**config.mk**
```make
export PLATFORM = sky130hd
export DESIGN_NAME = sha256_msg_sched
export DESIGN_NICKNAME = d
export VERILOG_FILES = /design/src/rtl/sha256_pkg.sv /design/src/rtl/sha256_w_expand.sv /design/src/rtl/sha256_msg_sched.sv
export SDC_FILE = /design/constraint.sdc
export NUM_CORES = 2
export LEC_CHECK = 0
export ABC_AREA = 1
export BUFFER_PORTS_ARGS = -buffer_cell sky130_fd_sc_hd__buf_2
export CORE_MARGIN = 1.5
export CORE_UTILIZATION = 50
export CTS_CLUSTER_SIZE = 16
export DETAILED_ROUTE_END_ITERATION = 16
export GPL_ROUTABILITY_DRIVEN = 1
export PLACE_DENSITY = 0.73
export SYNTH_ARGS = -nofsm -noshare
export SYNTH_HDL_FRONTEND = slang
export SYNTH_HIERARCHICAL = 1
export SYNTH_SLANG_ARGS = --single-unit
```
**constraint.sdc**
```tcl
create_clock -name clk -period 5 [get_ports clk]
set_input_delay 0.75 -clock clk [delete_from_list [all_inputs] [get_ports clk]]
set_output_delay 0.75 -clock clk [all_outputs]
set_load 0.02 [all_outputs]
```
**src/rtl/sha256_pkg.sv**
```systemverilog
// Shared SHA-256 definitions: schedule FSM states, sizing constants and the
// small sigma functions used by both the message schedule and the round stage.
package sha256_pkg;

  localparam int WORD_W  = 32;
  localparam int ROUNDS  = 64;
  localparam int WIN_LEN = 16;

  typedef enum logic [1:0] {
    IDLE = 2'd0,
    RUN  = 2'd1,
    DONE = 2'd2
  } sched_state_t;

  // sigma0(x) = ROTR7 ^ ROTR18 ^ SHR3
  function automatic logic [WORD_W-1:0] sigma0_small(input logic [WORD_W-1:0] x);
    return {x[6:0], x[31:7]} ^ {x[17:0], x[31:18]} ^ {3'b000, x[31:3]};
  endfunction

  // sigma1(x) = ROTR17 ^ ROTR19 ^ SHR10
  function automatic logic [WORD_W-1:0] sigma1_small(input logic [WORD_W-1:0] x);
    return {x[16:0], x[31:17]} ^ {x[18:0], x[31:19]} ^ {10'b0, x[31:10]};
  endfunction

endpackage

```
**src/rtl/sha256_w_expand.sv**
```systemverilog
// Combinational generator of the next schedule word W_{t+16} from the
// current 16-word window taps win[0], win[1], win[9] and win[14].
module sha256_w_expand
  import sha256_pkg::*;
(
  input  logic [WORD_W-1:0] w0,
  input  logic [WORD_W-1:0] w1,
  input  logic [WORD_W-1:0] w9,
  input  logic [WORD_W-1:0] w14,
  output logic [WORD_W-1:0] w_new
);

  // Four-term sum modulo 2^32; carries out of bit 31 are simply dropped.
  assign w_new = sigma1_small(w14) + w9 + sigma0_small(w1) + w0;

endmodule

```
**src/rtl/sha256_msg_sched.sv**
```systemverilog
// SHA-256 message schedule: loads one 512-bit block and streams W_0..W_63,
// one word per unstalled cycle, followed by a one-cycle end-of-computation.
//
// Flow control: w_out/t_out are meaningful only while w_valid is high. The
// consumer takes the word on every rising edge where w_valid=1 and hold=0;
// while hold=1 the word, index and window stay frozen. soc is a request that
// is only honoured in IDLE (busy=0) and is dropped otherwise.
module sha256_msg_sched
  import sha256_pkg::*;
(
  input  logic        clk,
  input  logic        rst_n,
  input  logic        soc,
  input  logic [511:0] block_in,
  input  logic        hold,
  output logic [31:0] w_out,
  output logic [5:0]  t_out,
  output logic        w_valid,
  output logic        busy,
  output logic        eoc
);

  sched_state_t      state_q, state_d;
  logic [WORD_W-1:0] win_q [WIN_LEN];
  logic [5:0]        t_q;
  logic [WORD_W-1:0] w_next;

  sha256_w_expand u_w_expand (
    .w0    (win_q[0]),
    .w1    (win_q[1]),
    .w9    (win_q[9]),
    .w14   (win_q[14]),
    .w_new (w_next)
  );

  // FSM state register.
  always_ff @(posedge clk or negedge rst_n) begin
    if (!rst_n) state_q <= IDLE;
    else        state_q <= state_d;
  end

  // Next-state logic: IDLE -> RUN on soc, RUN -> DONE after the last word
  // is consumed, DONE lasts exactly one cycle.
  always_comb begin
    state_d = state_q;
    case (state_q)
      IDLE: if (soc) state_d = RUN;
      RUN:  if (!hold && (t_q == 6'(ROUNDS - 1))) state_d = DONE;
      DONE: state_d = IDLE;
      default: state_d = IDLE;
    endcase
  end

  // Window register file and round counter: load on accepted soc, shift and
  // append W_{t+16} on every unstalled RUN cycle. The counter wraps 63 -> 0,
  // so it is already zero when the FSM returns to IDLE.
  always_ff @(posedge clk or negedge rst_n) begin
    if (!rst_n) begin
      for (int i = 0; i < WIN_LEN; i++) win_q[i] <= '0;
      t_q <= '0;
    end else begin
      case (state_q)
        IDLE: begin
          if (soc) begin
            for (int i = 0; i < WIN_LEN; i++)
              win_q[i] <= block_in[511 - 32*i -: 32];
            t_q <= '0;
          end
        end
        RUN: begin
          if (!hold) begin
            for (int i = 0; i < WIN_LEN - 1; i++) win_q[i] <= win_q[i+1];
            win_q[WIN_LEN-1] <= w_next;
            t_q <= t_q + 6'd1;
          end
        end
        default: ;
      endcase
    end
  end

  // Outputs come only from registers gated by the registered state, so
  // neither hold nor soc has a combinational path to them.
  assign w_valid = (state_q == RUN);
  assign busy    = (state_q != IDLE);
  assign eoc     = (state_q == DONE);
  assign w_out   = w_valid ? win_q[0] : '0;
  assign t_out   = w_valid ? t_q : '0;

endmodule

```
==> summary.md <==
| Metric | Value |
|---|---|
| Outcome | complete, no violations |
| Clock Sinks | 520 |
| Number of I/O port buffers | between 500 and 600 |
| Fin Setup TNS | 0 ps |
| Layout cells sized above 1 | 0.1730 |
| GRT Residual Overflow | 0 |
| Resized cells post-CTS | 0 |
| Initial antenna violation count | 40 |
| Largest net degree at the start of global routing | ~200 |
| First-pass GRT wire length | around 150000 microns |
| Worst-path clk slew | ~70 ps |
| Crit path max fanout | 4 |
| Post-CTS Hold Buffers | 0 |
| Crit. End Element | flip-flop |
| Deepest clock path buffer count | 3 |
| Async SR Flop Fraction | 1.000 |
| Final WL | approximately 100000 microns |
| Synth unique cells | 30 |
| Longest individual stage delay on the worst path | just under 500 ps |
| Vias in the first global route | about 25k |
| Final setup vio count | 0 |
| Routed vias | between 20k and 30k |
| Num CTS Buffers | 56 |
| R2R depth | 19 |
| Drt wl/cell | 21.00 microns |
| Final ANT Viol Nets | 0 |
| Commonest non-fill, non-tap cell in the layout | nand2_1 |
| Global placement routability congestion | approximately 0.98 |
| Register area share after synthesis | 0.4373 |
| Yosys warns | 6 |
| Die Y | between 200 and 250 microns |
| Final hold vios | 0 |
| Io pins | 557 |
| Die width | ~250 microns |
| Commonest cells after routing, fill and taps aside | nand2_1, inv_1, buf_2 |
| Skew-Pair Late Insertion Delay | about 640 ps |
| Yosys top cell area share | 0.4373 |
| H-tree depth | 2 |
| Clock Skew | roughly 49 ps |
| Setup Crit Path Kind | flip-flop to flip-flop |
| Drt drc | 0 |
| Kind of cell adding the most delay to the critical path | adder cells |
| Startpoint types | flip-flop |
| Crit share post-route | 0.7650 |
| Mean Syn Cell Area | roughly 8.0 sq um |
| Slowest CP cell | fa_1 |
| Worst path most repeated cell | nand2_1 |
| Final Util | 0.5953 |
| Upper clock frequency limit | about 260 MHz |
| CP arrival | between 4000 and 5000 ps |
| CP Cell Sequence | xnor2_1, xor2_1, inv_1, fa_1, inv_1, fa_1, inv_1, ha_1, nand2_1, nor2_1, nand2_1, nand3_2, nand2_1, nand2_2, xor2_1, nand2_1, nand2_1, nand2_1, o21ai_0 |
| Worst-Margin Slew | between 900 and 1000 ps |
| GR Util All Layers | 0.3363 |
| Die Footprint | 60980 sq um |
| Final HPWL DP | approximately 81000 microns |
| Via-to-Cell Ratio | roughly 5.3 |
| Rows | 89 |
| Root Driver | clkbuf_16 |
| Worst setup path start | win_q[472]$_DFFE_PN0P_ |
| Reg-to-reg startpoint | win_q[472]$_DFFE_PN0P_ |
| Final min period | approximately 3800 ps |
| Yosys top cell by area | dfrtp_1 |
| Ys flop type | dfrtp_1 |
| CTS tree | built |
| Synth area leaders | dfrtp_1, o211ai_1, nand2_1 |
| Initial Util | 0.5051 |
| Max-Cap Viols | 0 |
| Core Region | 58910 sq um |
| Critical path required time | 5520 ps |
| HP Class | input pin to asynchronous set/reset pin |
| Final Net Count | about 4.7k |
| DR iter-0 viols | roughly 2.4k |
| Worst path depth | 19 |
| Post-synth EDFFs | 0 |
| Final Max Slew Viols | 0 |
| Slew margin rel. | 0.3505 |
| CP Buf/Inv Count | 3 |
| Fillers | 5432 |
| Synth Net Count | approximately 4.3k |
| Synthesized instance count | 3712 |
| Area growth syn-to-layout | 17.86% |
| Unrepaired setup endpoints after global routing | no |
| Setup Fix Bufs, Post-CTS | 0 |
| Flop and latch count out of synthesis | 520 |
| DR pass1 iterations | 5 |
| Reg area | 13010 sq um |
| Syn Std Cell Area | 29750 sq um |
| Multi-input gate area | roughly 13000 sq um |
## cell families (layout without fill, tap and decap cells)
| kind of cell | Yosys count | in the layout | share of synthesized area |
|---|---|---|---|
| xor gates and xnor gates | 134 | 134 | 0.03944 |
| buffers and inverters | 962 | 1430 | 0.1264 |
| other | 0 | 26 | 0 |
| DFF | 520 | 520 | 0.4373 |
| AOI/OAI and AO/OA | 1022 | 1022 | 0.2128 |
| and+or+nand+nor | 980 | 980 | 0.1289 |
| adders and majority gates | 94 | 94 | 0.05517 |
## final cells by class
class | instances | area share
multi-input cells | 2230 | 0.3706
inverters | 731 | 0.07824
flip-flops and latches | 520 | 0.3711
well taps | 773 | 0.02758
clock buffers | 77 | 0.04649
repair buffers | 594 | 0.09205
clock inverters | 28 | 0.01217
diodes | 26 | 0.001855
## worst reg2reg max path, cell delays in order, from the launching register on
cell     delay, ps
dfrtp_1        440
xnor2_1        260
xor2_1         210
inv_1          110
fa_1           490
inv_1           60
fa_1           490
inv_1           50
ha_1           350
nand2_1        150
nor2_1         130
nand2_1         70
nand3_2        130
nand2_1        120
nand2_2        170
xor2_1         220
nand2_1         80
nand2_1        100
nand2_1         50
o21ai_0         80
## worst paths after layout
kind,to,slack [ps]
worst max-delay path,win_q[15]$_DFFE_PN0P_,1170
worst min-delay path,win_q[75]$_DFFE_PN0P_,130
worst max register to register,win_q[15]$_DFFE_PN0P_,1170
worst min register to register,win_q[427]$_DFFE_PN0P_,520
max in group asynchronous,win_q[462]$_DFFE_PN0P_,3800
min in group clk,win_q[333]$_DFFE_PN0P_,370
## Yosys cell counts (3+ instances only)
| cell | number |
|---|---|
| xor2_1 | 74 |
| nor2_1 | 81 |
| nand2_2 | 17 |
| nand3_2 | 5 |
| fa_1 | 62 |
| buf_4 | 16 |
| inv_1 | 728 |
| o21ai_1 | 125 |
| o211ai_1 | 480 |
| nand4_1 | 6 |
| a21oi_1 | 18 |
| nand3_1 | 24 |
| buf_2 | 54 |
| buf_1 | 31 |
| nand2_1 | 839 |
| ha_1 | 32 |
| o21ai_0 | 394 |
| buf_6 | 3 |
| dfrtp_1 | 520 |
| nor3_1 | 4 |
| clkbuf_1 | 127 |
| xnor2_1 | 60 |
## sequential cells by signal (all words and copies together) (netlist names)
signal and cells:
t_q 6, win_q 512, state_q 2
## metal layers
layer / GRT usage / share of wire / vias up
met1: 0.4492 / 0.42 / 12510
met4: 0.1603 / 0.049 / 38
met3: 0.07076 / 0.076 / 229
met2: 0.5218 / 0.46 / 968
li1: - / - / 12780
met5: 0 / 0.0023 / -
## stage by stage
stage                     hold slack, ps  setup WS [ps]  area (sq um)  std cells
after CTS                          167.9           1198         35000       4953
after floorplan                    454.4           1658         29750       3712
after global routing               195.7          925.9         35040       4969
after detailed placement           507.4           1233         32950       4848
after global placement             497.0           1274         32950       4848
final                              133.6           1175         35070       4979
Power is not shown: default switching activity piles up to over one toggle a cycle in this logic, so the estimate is an artifact.
